**config.mk**
```make
export PLATFORM = sky130hd
export DESIGN_NAME = render_cmd_decoder
export DESIGN_NICKNAME = d
export VERILOG_FILES = /design/src/rtl/render_pkg.sv /design/src/rtl/render_cmd_field_check.sv /design/src/rtl/render_cmd_decoder.sv
export SDC_FILE = /design/constraint.sdc
export NUM_CORES = 1
export LEC_CHECK = 0
export BUFFER_PORTS_ARGS = -buffer_cell sky130_fd_sc_hd__clkbuf_2
export CAP_MARGIN = 20
export CORE_MARGIN = 2
export CORE_UTILIZATION = 56
export CTS_CLUSTER_DIAMETER = 100
export DETAILED_ROUTE_END_ITERATION = 10
export GPL_TIMING_DRIVEN = 1
export PLACE_DENSITY = 0.9
export SYNTH_ARGS = -nofsm -noshare
export SYNTH_HDL_FRONTEND = slang
export SYNTH_SLANG_ARGS = --single-unit
```
**constraint.sdc**
```tcl
create_clock -name clk50 -period 3.03 [get_ports clk50]
set_input_delay 0.303 -clock clk50 [delete_from_list [all_inputs] [get_ports clk50]]
set_output_delay 0.303 -clock clk50 [all_outputs]
set_load 0.1 [all_outputs]
```
**src/rtl/render_pkg.sv**
```systemverilog
// Shared definitions for the render command path:
// opcodes, word field positions, decoder states and the decoded command bundle.
package render_pkg;

    localparam logic [7:0] OP_NOP       = 8'h00;
    localparam logic [7:0] OP_DRAW      = 8'h01;
    localparam logic [7:0] OP_END_FRAME = 8'hFF;

    localparam int OP_HI  = 47;
    localparam int OP_LO  = 40;
    localparam int X_HI   = 39;
    localparam int X_LO   = 30;
    localparam int Y_HI   = 29;
    localparam int Y_LO   = 20;
    localparam int SPR_HI = 19;
    localparam int SPR_LO = 10;

    localparam int COORD_W = 10;

    typedef enum logic [2:0] {
        IDLE,
        FETCH,
        WAIT,
        DECODE,
        ISSUE,
        NEXT,
        DONE
    } state_t;

    typedef struct packed {
        logic [COORD_W-1:0] x;
        logic [COORD_W-1:0] y;
        logic [COORD_W-1:0] sprite;
    } render_cmd_t;

endpackage

```
**src/rtl/render_cmd_field_check.sv**
```systemverilog
// Combinational opcode and clip classification of one render command word.
// Exactly one of the four outputs is high for any input.
module render_cmd_field_check
    import render_pkg::*;
#(
    parameter int H_ACTIVE = 640,
    parameter int V_ACTIVE = 480
)(
    input  logic [OP_HI:SPR_LO] i_word,
    output logic                o_is_end,
    output logic                o_is_nop,
    output logic                o_is_draw,
    output logic                o_drop
);

    logic [7:0]         w_op;
    logic [COORD_W-1:0] w_x;
    logic [COORD_W-1:0] w_y;
    logic [COORD_W-1:0] w_unused_spr;
    logic               w_in_view;

    assign w_op         = i_word[OP_HI:OP_LO];
    assign w_x          = i_word[X_HI:X_LO];
    assign w_y          = i_word[Y_HI:Y_LO];
    assign w_unused_spr = i_word[SPR_HI:SPR_LO];

    assign w_in_view = (int'(w_x) < H_ACTIVE) && (int'(w_y) < V_ACTIVE);

    assign o_is_end  = (w_op == OP_END_FRAME);
    assign o_is_nop  = (w_op == OP_NOP);
    assign o_is_draw = (w_op == OP_DRAW) && w_in_view;
    // Clipped draws and unknown opcodes both land here
    assign o_drop    = !(o_is_end || o_is_nop || o_is_draw);

endmodule

```
**src/rtl/render_cmd_decoder.sv**
```systemverilog
// Per-frame consumer of the render queue: pops, validates and hands
// decoded draw commands to the sprite engine over valid/ready.
module render_cmd_decoder
    import render_pkg::*;
#(
    parameter int CMD_W      = 48,
    parameter int H_ACTIVE   = 640,
    parameter int V_ACTIVE   = 480,
    parameter int MAX_CMDS   = 25,
    parameter int DROP_CNT_W = 16
)(
    input  logic                  clk50,
    input  logic                  reset,
    input  logic                  frame_start,
    input  logic                  q_empty,
    input  logic [CMD_W-1:0]      q_dout,
    output logic                  q_pop_front,
    output logic                  cmd_valid,
    input  logic                  cmd_ready,
    output logic [9:0]            cmd_x,
    output logic [9:0]            cmd_y,
    output logic [9:0]            cmd_sprite,
    output logic                  frame_active,
    output logic                  frame_done,
    output logic                  overflow,
    output logic [DROP_CNT_W-1:0] drop_cnt
);

    localparam int CNT_W = $clog2(MAX_CMDS + 1);

    state_t             r_state;
    logic [OP_HI:SPR_LO] r_word;
    render_cmd_t        r_cmd;
    logic [CNT_W-1:0]   r_cnt;

    logic w_is_end;
    logic w_is_nop;
    logic w_is_draw;
    logic w_drop;
    logic w_at_max;
    logic w_unused_rsv;

    assign w_unused_rsv = ^q_dout[SPR_LO-1:0];
    assign w_at_max     = (r_cnt == CNT_W'(MAX_CMDS));

    // Pop in the FETCH cycle so the registered queue data lands in WAIT
    assign q_pop_front = (r_state == FETCH) && !q_empty && !reset;

    assign cmd_x      = r_cmd.x;
    assign cmd_y      = r_cmd.y;
    assign cmd_sprite = r_cmd.sprite;

    render_cmd_field_check #(
        .H_ACTIVE (H_ACTIVE),
        .V_ACTIVE (V_ACTIVE)
    ) u_check (
        .i_word    (r_word),
        .o_is_end  (w_is_end),
        .o_is_nop  (w_is_nop),
        .o_is_draw (w_is_draw),
        .o_drop    (w_drop)
    );

    always_ff @(posedge clk50) begin
        if (reset) begin
            r_state      <= IDLE;
            r_word       <= '0;
            r_cmd        <= '0;
            r_cnt        <= '0;
            cmd_valid    <= 1'b0;
            frame_active <= 1'b0;
            frame_done   <= 1'b0;
            overflow     <= 1'b0;
            drop_cnt     <= '0;
        end else begin
            frame_done <= 1'b0;
            unique case (r_state)
                IDLE: begin
                    if (frame_start) begin
                        frame_active <= 1'b1;
                        r_cnt        <= '0;
                        r_state      <= FETCH;
                    end
                end
                FETCH: begin
                    if (!q_empty) begin
                        r_state <= WAIT;
                    end
                end
                WAIT: begin
                    r_word  <= q_dout[OP_HI:SPR_LO];
                    r_cnt   <= r_cnt + CNT_W'(1);
                    r_state <= DECODE;
                end
                DECODE: begin
                    unique case (1'b1)
                        w_is_end: begin
                            r_state <= DONE;
                        end
                        w_is_draw: begin
                            r_cmd.x      <= r_word[X_HI:X_LO];
                            r_cmd.y      <= r_word[Y_HI:Y_LO];
                            r_cmd.sprite <= r_word[SPR_HI:SPR_LO];
                            cmd_valid    <= 1'b1;
                            r_state      <= ISSUE;
                        end
                        w_is_nop: begin
                            r_state <= NEXT;
                        end
                        default: begin
                            if (w_drop && (drop_cnt != '1)) begin
                                drop_cnt <= drop_cnt + DROP_CNT_W'(1);
                            end
                            r_state <= NEXT;
                        end
                    endcase
                end
                ISSUE: begin
                    // Limit check folded in here to keep four cycles per draw
                    if (cmd_ready) begin
                        cmd_valid <= 1'b0;
                        if (w_at_max) begin
                            overflow <= 1'b1;
                            r_state  <= DONE;
                        end else begin
                            r_state <= FETCH;
                        end
                    end
                end
                NEXT: begin
                    if (w_at_max) begin
                        overflow <= 1'b1;
                        r_state  <= DONE;
                    end else begin
                        r_state <= FETCH;
                    end
                end
                DONE: begin
                    frame_done   <= 1'b1;
                    frame_active <= 1'b0;
                    r_state      <= IDLE;
                end
                default: begin
                    r_state <= IDLE;
                end
            endcase
        end
    end

endmodule
```
==> reports/results.ini, run 1 <==
[routing]
drt-total-wl_um=8800
viasPerCell=5.43
drc=0
drt_pass1_iterations=4
wl_per_cell_um=13.2
drtIter0Drc=289
ant_nets=0
vias=3613

[floorplan]
die_y_um=87.7
die-area_sq_um=7690
rows=30
io_pins=104
core-area_sq_um=6790
start_util_pct=57.7
dieWidth_um=87.7

[hold_path]
min_to=r_word[33]$_SDFFE_PP0P_
hold_depth=3
hold_path_class=input port to flop
hold_path_startpoint=q_dout[33]

[synthesis]
ys_ff_latch=96
syn_area_per_cell_sq_um=8.04
synth_cells=488
async_flop_share_pct=0
synth_nets=544
synth_warnings=0
dominantRegCellSynth=dfxtp_1
yosysUniqueCellTypes=43
synth_top_cell_by_area=dfxtp_1
synth_edf_count=0
yosysSeqAreaShare_pct=49.0
post_synth_instance_area_sq_um=3920
synth_top_area_share_pct=49.0
synth.area.top_cells=dfxtp_1 49%, nand2_1 13%, a21oi_1 12%

[sta]
relSlewSlack_pct=35.8
finalHoldViolCount=0
rsz0062_at_grt=false
setup_viol_count_final=0
worst_pin_slew_ns=0.963
final-max-slew-violation-count=0
skew_ns=0.0119
min_period_ns=2.21
tns_ns=0
timing.fmax_mhz=452
min_period_over_period_pct=73.0

[place]
hpwl_um=5740
place.gp.congestion=0.785
port-buffer-count=93
dp.cells=649

[global_routing]
first_global_vias=3394
grt_util_met2_pct=39.0
grt_pass1_wl_um=14400
grtUsageMet1_pct=29.0
antenna_found_initial=0
met3_usage_pct=4.24
busiest_layer=met2
grt_usage_pct=23.5
grt_max_degree=99
overflow=0

[worst_setup_path]
cp_data_arrival_time_ns=2.42
r2r_cells=7
critPathLaunchType=flop
critPathKind=flop to flop
path_delay_family=simple AND/OR/NAND/NOR gates
r2r_setup_slack_ns=0.82
r2r-start=drop_cnt[0]$_SDFFE_PP0P_
path_max_fanout=16
worst_path_largest_cell_delay_ns=0.42
worst-path-buf-inv=1
required_ns=3.24
critical_path.cell_chain=ha_1 -> nand3_2 -> or3_1 -> o21ai_2 -> buf_4 -> or4_1 -> a21oi_1
timing.rr.end=drop_cnt[15]$_SDFFE_PP0P_
crit_slowest_cell=dfxtp_1
cp-end-kind=flop

[power_and_ir_drop]
power.switching_uw=669
power_per_cell_area_nw_per_um2=533
combPwrFrac_pct=10.2
pwr-share-seq_pct=54.5
swShare_pct=27.4
clkPwrFrac_pct=35.3
internal_power_mw=1.77
vdd_drop_max_mv=0.248
leakagePower_nw=1.73
total_power_mw=2.44

[finish]
num-nets-final=620
fillerInstances=574
area_delta_synth_final_pct=16.7
fin_cells=665
final_common_cell=nand2_1
layout_common_cells=140 x nand2_1, 96 x dfxtp_1, 92 x clkbuf_2
num_antenna_cells=0
final_core_util_pct=67.4
drive_above_1_share_pct=22.0

[clocking]
cts_setup_buffers=0
path_clk_slew_ns=0.10
cts.sinks=96
cts_resized=0
worst_skew_pair.late_latency_ns=0.37
cts_buffers=9
h-tree-depth=3
tritoncts=yes
cts_buffer_depth=2
cts_root_buffer=clkbuf_8
postCtsHoldBufs=0

[status]
outcome=complete, no violations

[flow_run]
drv_cap=0

==> worst reg2reg max path, stage by stage, from the launching register on <==
cell	delay [ns]
dfxtp_1	0.42
ha_1	0.21
nand3_2	0.15
or3_1	0.40
o21ai_2	0.39
buf_4	0.28
or4_1	0.14
a21oi_1	0.06
==> power by group through the flow <==
stage	Combinational, mW	Clock, mW	Sequential (mW)
floorplan	0.193	0	1.36
global placement	0.240	0	1.35
detailed placement	0.248	0	1.36
CTS	0.249	0.878	1.33
global route	0.279	0.929	1.34
finish	0.249	0.862	1.33
==> how the worst max path moves through the flow <==
stage	start	end	slack [ns]	cells past startpoint
after floorplan	drop_cnt[1]$_SDFFE_PP0P_	drop_cnt[2]$_SDFFE_PP0P_	0.31	7
after global placement	drop_cnt[0]$_SDFFE_PP0P_	drop_cnt[11]$_SDFFE_PP0P_	0.93	7
after detailed placement	drop_cnt[0]$_SDFFE_PP0P_	drop_cnt[15]$_SDFFE_PP0P_	0.82	7
after CTS	drop_cnt[0]$_SDFFE_PP0P_	drop_cnt[12]$_SDFFE_PP0P_	0.81	7
after global routing	drop_cnt[0]$_SDFFE_PP0P_	drop_cnt[11]$_SDFFE_PP0P_	0.64	7
final	drop_cnt[0]$_SDFFE_PP0P_	drop_cnt[15]$_SDFFE_PP0P_	0.82	7
==> flip-flops by register name, summed over array words and instances, names as in the netlist <==
register / cells
cmd_sprite: 10
cmd_valid: 1
cmd_x: 10
cmd_y: 10
drop_cnt: 16
frame_active: 1
frame_done: 1
overflow: 1
r_cnt: 5
r_state: 3
r_word: 38
==> metal layers <==
layer / share of wire (%) / wire, um
met5: 0 / 0
met4: 1.7 / 153
met3: 4.7 / 417
met2: 49 / 4350
met1: 44 / 3880
==> logic make-up (layout without fill, tap and decap cells) <==
group | Yosys count | after routing | synth area share (%)
multiplexers | 2 | 2 | 0.766
buffers and inverters | 40 | 121 | 5.33
flip-flops | 96 | 96 | 49.0
AO/OA/AOI/OAI | 122 | 122 | 17.2
AND/OR/NAND/NOR | 225 | 225 | 26.8
adder cells (fa/ha/maj) | 3 | 3 | 0.957
==> final cells by class <==
cell class	instances	area, sq um	share of cell area [%]
Tap cell	96	120	2.62
Sequential cell	96	1920	42.0
Clock inverter	6	76.3	1.67
Timing Repair Buffer	99	510	11.2
Inverter	6	22.5	0.492
Multi-Input combinational cell	352	1800	39.3
Clock buffer	10	128	2.79
==> cell usage after synthesis, drive strengths merged, types with 2 or more instances <==
cell type  count
nand2        140
dfxtp         96
a21oi         91
clkbuf        22
nor2          19
o21ai         14
nand3         13
buf           12
or4           11
o31ai         10
nand4          7
or3            7
inv            6
and3           5
nor4           5
ha             3
nand2b         3
nor2b          3
nor3           3
a2111oi        2
and4b          2
mux2           2
nor3b          2
==> metrics by stage <==
stage / setup WS (ns) / instance area [sq um] / hold slack (ns)
5_1_grt: 0.638 / 4580 / 0.137
2_1_floorplan: 0.314 / 3930 / 0.432
3_5_place_dp: 0.824 / 4370 / 0.447
6_report: 0.818 / 4580 / 0.143
3_3_place_gp: 0.926 / 4370 / 0.438
4_1_cts: 0.810 / 4580 / 0.132
(Power assumes the default switching activity.)
==> inputs of run 2 (changes only) <==
--- a/config.mk
+++ b/config.mk
@@ -8,11 +8,11 @@
 export BUFFER_PORTS_ARGS = -buffer_cell sky130_fd_sc_hd__clkbuf_2
 export CAP_MARGIN = 20
 export CORE_MARGIN = 2
-export CORE_UTILIZATION = 56
+export CORE_UTILIZATION = 52
 export CTS_CLUSTER_DIAMETER = 100
 export DETAILED_ROUTE_END_ITERATION = 10
 export GPL_TIMING_DRIVEN = 1
-export PLACE_DENSITY = 0.9
+export PLACE_DENSITY = 0.85
 export SYNTH_ARGS = -nofsm -noshare
 export SYNTH_HDL_FRONTEND = slang
 export SYNTH_SLANG_ARGS = --single-unit
==> constraint.sdc (replaced) <==
create_clock -name clk50 -period 2.2 [get_ports clk50]
set_input_delay 0.22 -clock clk50 [delete_from_list [all_inputs] [get_ports clk50]]
set_output_delay 0.22 -clock clk50 [all_outputs]
set_load 0.1 [all_outputs]
==> run 2 against run 1 <==
  * Non-clock buffer count increased by 6
  * Worst setup slack got worse by 0.60 ns
  * Final cell count increased by 1.4%
  * Maximum frequency increased by 11%
  * Die area increased by 7.3%
  * Count of clock-buffer cells in the layout decreased by 1
  * Sequential power increased by 36%
  * Utilization decreased by 3.0 points
  * Combinational power increased by 57%
  * Via count increased by 2.2%
  * Final area increased by 2.5%
  * First-iteration DRC count decreased by 38%
  * Largest power group unchanged
==> reports/results.ini, run 2 (same netlist as run 1, synthesis figures left out) <==
[status]
outcome=complete, no violations

[flow_run]
drv_cap=0  ; unchanged

[power_and_ir_drop]
power.switching_uw=994  ; +49%
combPwrFrac_pct=11.6  ; +1.4 points
internal_power_mw=2.37  ; +34%
vdd_drop_max_mv=0.365  ; +47%
swShare_pct=29.5  ; +2.1 points
power_per_cell_area_nw_per_um2=718  ; +35%
leakagePower_nw=1.78  ; +2.8%
pwr-share-seq_pct=53.8  ; -0.7 points
clkPwrFrac_pct=34.6  ; -0.7 points

[place]
place_ws_ns=0.176  ; -0.647 ns
place.gp.congestion=0.793  ; +1.0%
hpwl_um=6010  ; +4.7%
port-buffer-count=93  ; unchanged
dp.cells=658  ; +1.4%

[finish]
final_core_util_pct=64.3  ; -3.0 points
fillerInstances=667  ; +16%
num_antenna_cells=0  ; unchanged
largest_reg_flops=38  ; unchanged
reg.largest.list=r_word: 38 flops, drop_cnt: 16 flops
area_delta_synth_final_pct=19.6
layout_common_cells=140 x nand2_1, 91 x a21oi_1, 91 x clkbuf_2
num-nets-final=626  ; +0.97%
fin_cells=674  ; +1.4%
drive_above_1_share_pct=25.4  ; +3.4 points
final_common_cell=nand2_1
largest-register=r_word

[global_routing]
first_global_vias=3299  ; -2.8%
grt_util_met2_pct=38.1  ; -0.92 points
met3_usage_pct=5.26  ; +1.0 points
grt_max_degree=69  ; -30%
grt_usage_pct=21.8  ; -1.7 points
overflow=0  ; unchanged
grt_pass1_wl_um=15000  ; +3.9%
grtUsageMet1_pct=26.9  ; -2.1 points
busiest_layer=met2
antenna_found_initial=0  ; unchanged

[clocking]
cts_buffers=9  ; unchanged
cts_buffer_depth=2  ; unchanged
tritoncts=yes
worst_skew_pair.late_latency_ns=0.37  ; about the same
cts_root_buffer=clkbuf_8
cts_setup_buffers=0  ; unchanged
cts.sinks=96  ; unchanged
path_clk_slew_ns=0.12  ; +0.02 ns
h-tree-depth=3  ; unchanged

[sta]
tns_ns=0  ; unchanged
final-max-slew-violation-count=0  ; unchanged
worst_pin_slew_ns=0.654  ; -0.309 ns
relSlewSlack_pct=56.4  ; +21 points
min_period_over_period_pct=90.3  ; +17 points
setup_viol_count_final=0  ; unchanged
skew_ns=0.0202  ; +0.00832 ns
hold-worst-slack_ns=0.0503  ; -0.0924 ns
min_period_ns=1.99  ; -0.226 ns
rsz0062_at_grt=false
fin_ws_ns=0.213  ; -0.604 ns
finalHoldViolCount=0  ; unchanged
timing.fmax_mhz=503  ; +11%

[worst_setup_path]
worst-path-buf-inv=1  ; unchanged
worst_path_largest_cell_delay_ns=0.42  ; about the same
crit_slowest_cell=or3_1
path_max_fanout=12  ; -4
critical_path.cell_chain=ha_1 -> nand3_2 -> or3_1 -> o21ai_4 -> buf_4 -> or4_1 -> a21oi_1
r2r_setup_slack_ns=0.21  ; -0.60 ns
cp_data_arrival_time_ns=2.22  ; -0.20 ns
critPathKind=flop to flop
required_ns=2.43  ; -0.81 ns
path_delay_family=simple AND/OR/NAND/NOR gates
critPathLaunchType=flop
cp-end-kind=flop

[floorplan]
dieWidth_um=90.9  ; +3.6%
die-area_sq_um=8250  ; +7.3%
io_pins=104  ; unchanged
start_util_pct=53.8  ; -3.9 points
rows=31  ; +3.3%
core-area_sq_um=7290  ; +7.3%
die_y_um=90.9  ; +3.6%

[routing]
drt_pass1_iterations=6  ; +2
wl_per_cell_um=13.3  ; +0.50%
viasPerCell=5.48  ; +0.79%
drt-total-wl_um=8960  ; +1.9%
vias=3691  ; +2.2%
drtIter0Drc=180  ; -38%
drc=0  ; unchanged
ant_nets=0  ; unchanged

[hold_path]
hold_path_class=input port to flop

-- run 2: cell count changes in the layout (fill, tap and decap cells not counted), moves of 2 or more --
cell and delta:
inv_8 +3, dfxtp_1 -14, dfxtp_4 +2, dfxtp_2 +12, clkinv_4 -2, buf_12 +2, buf_4 +5
-- run 2: worst paths after layout --
| check | from | end | cells after the start |
|---|---|---|---|
| setup / recovery | drop_cnt[0]$_SDFFE_PP0P_ | drop_cnt[15]$_SDFFE_PP0P_ | 7 |
| setup reg to reg | drop_cnt[0]$_SDFFE_PP0P_ | drop_cnt[15]$_SDFFE_PP0P_ | 7 |
| hold reg to reg | r_word[21]$_SDFFE_PP0P_ | cmd_y[1]$_SDFFE_PP0P_ | 2 |
| hold / removal | q_dout[24] | r_word[24]$_SDFFE_PP0P_ | 3 |
-- run 2: routing by layer --
| metal | up-vias | part of all wire, % | wire (um) |
|---|---|---|---|
| met5 | - | 0 | 0 |
| met2 | 119 | 50 | 4520 |
| li1 | 1838 | - | - |
| met1 | 1721 | 43 | 3880 |
| met3 | 13 | 5.0 | 452 |
| met4 | 0 | 1.3 | 115 |
-- run 2: power by group through the flow --
stage	clock [mW]	combinational, mW	sequential [mW]
global placement	0	0.373	1.85
finish	1.17	0.391	1.81
detailed placement	0	0.382	1.85
floorplan	0	0.268	1.87
CTS	1.18	0.385	1.81
global route	1.26	0.434	1.82
-- run 2: area by class of cell --
cell class              instances  area [sq um]  share of cell area, %
well taps                      99           124                   2.64
multi-input cells             352          1810                   38.7
clock inverters                 7          78.8                   1.68
clock buffers                   9           124                   2.64
inverters                       6          22.5                  0.480
repair buffers                105           583                   12.4
flip-flops and latches         96          1940                   41.5
-- run 2: per-stage QoR --
step	power, mW	area [sq um]
after floorplan	2.14	3960
after global placement	2.22	4480
after detailed placement	2.23	4480
after CTS	3.38	4680
after global routing	3.52	4690
final	3.37	4690
-- run 2: what timing repair did --
action	in CTS	in global routing
hold buffers	0	0
hold endpoints to repair	0	0
setup endpoints to repair	0	6
resized for setup	0	1
-- run 2: tightest hold or removal path, cell delays in order --
cell,delay [ns]
clkbuf_2,0.08
nand2_1,0.04
a21oi_1,0.05
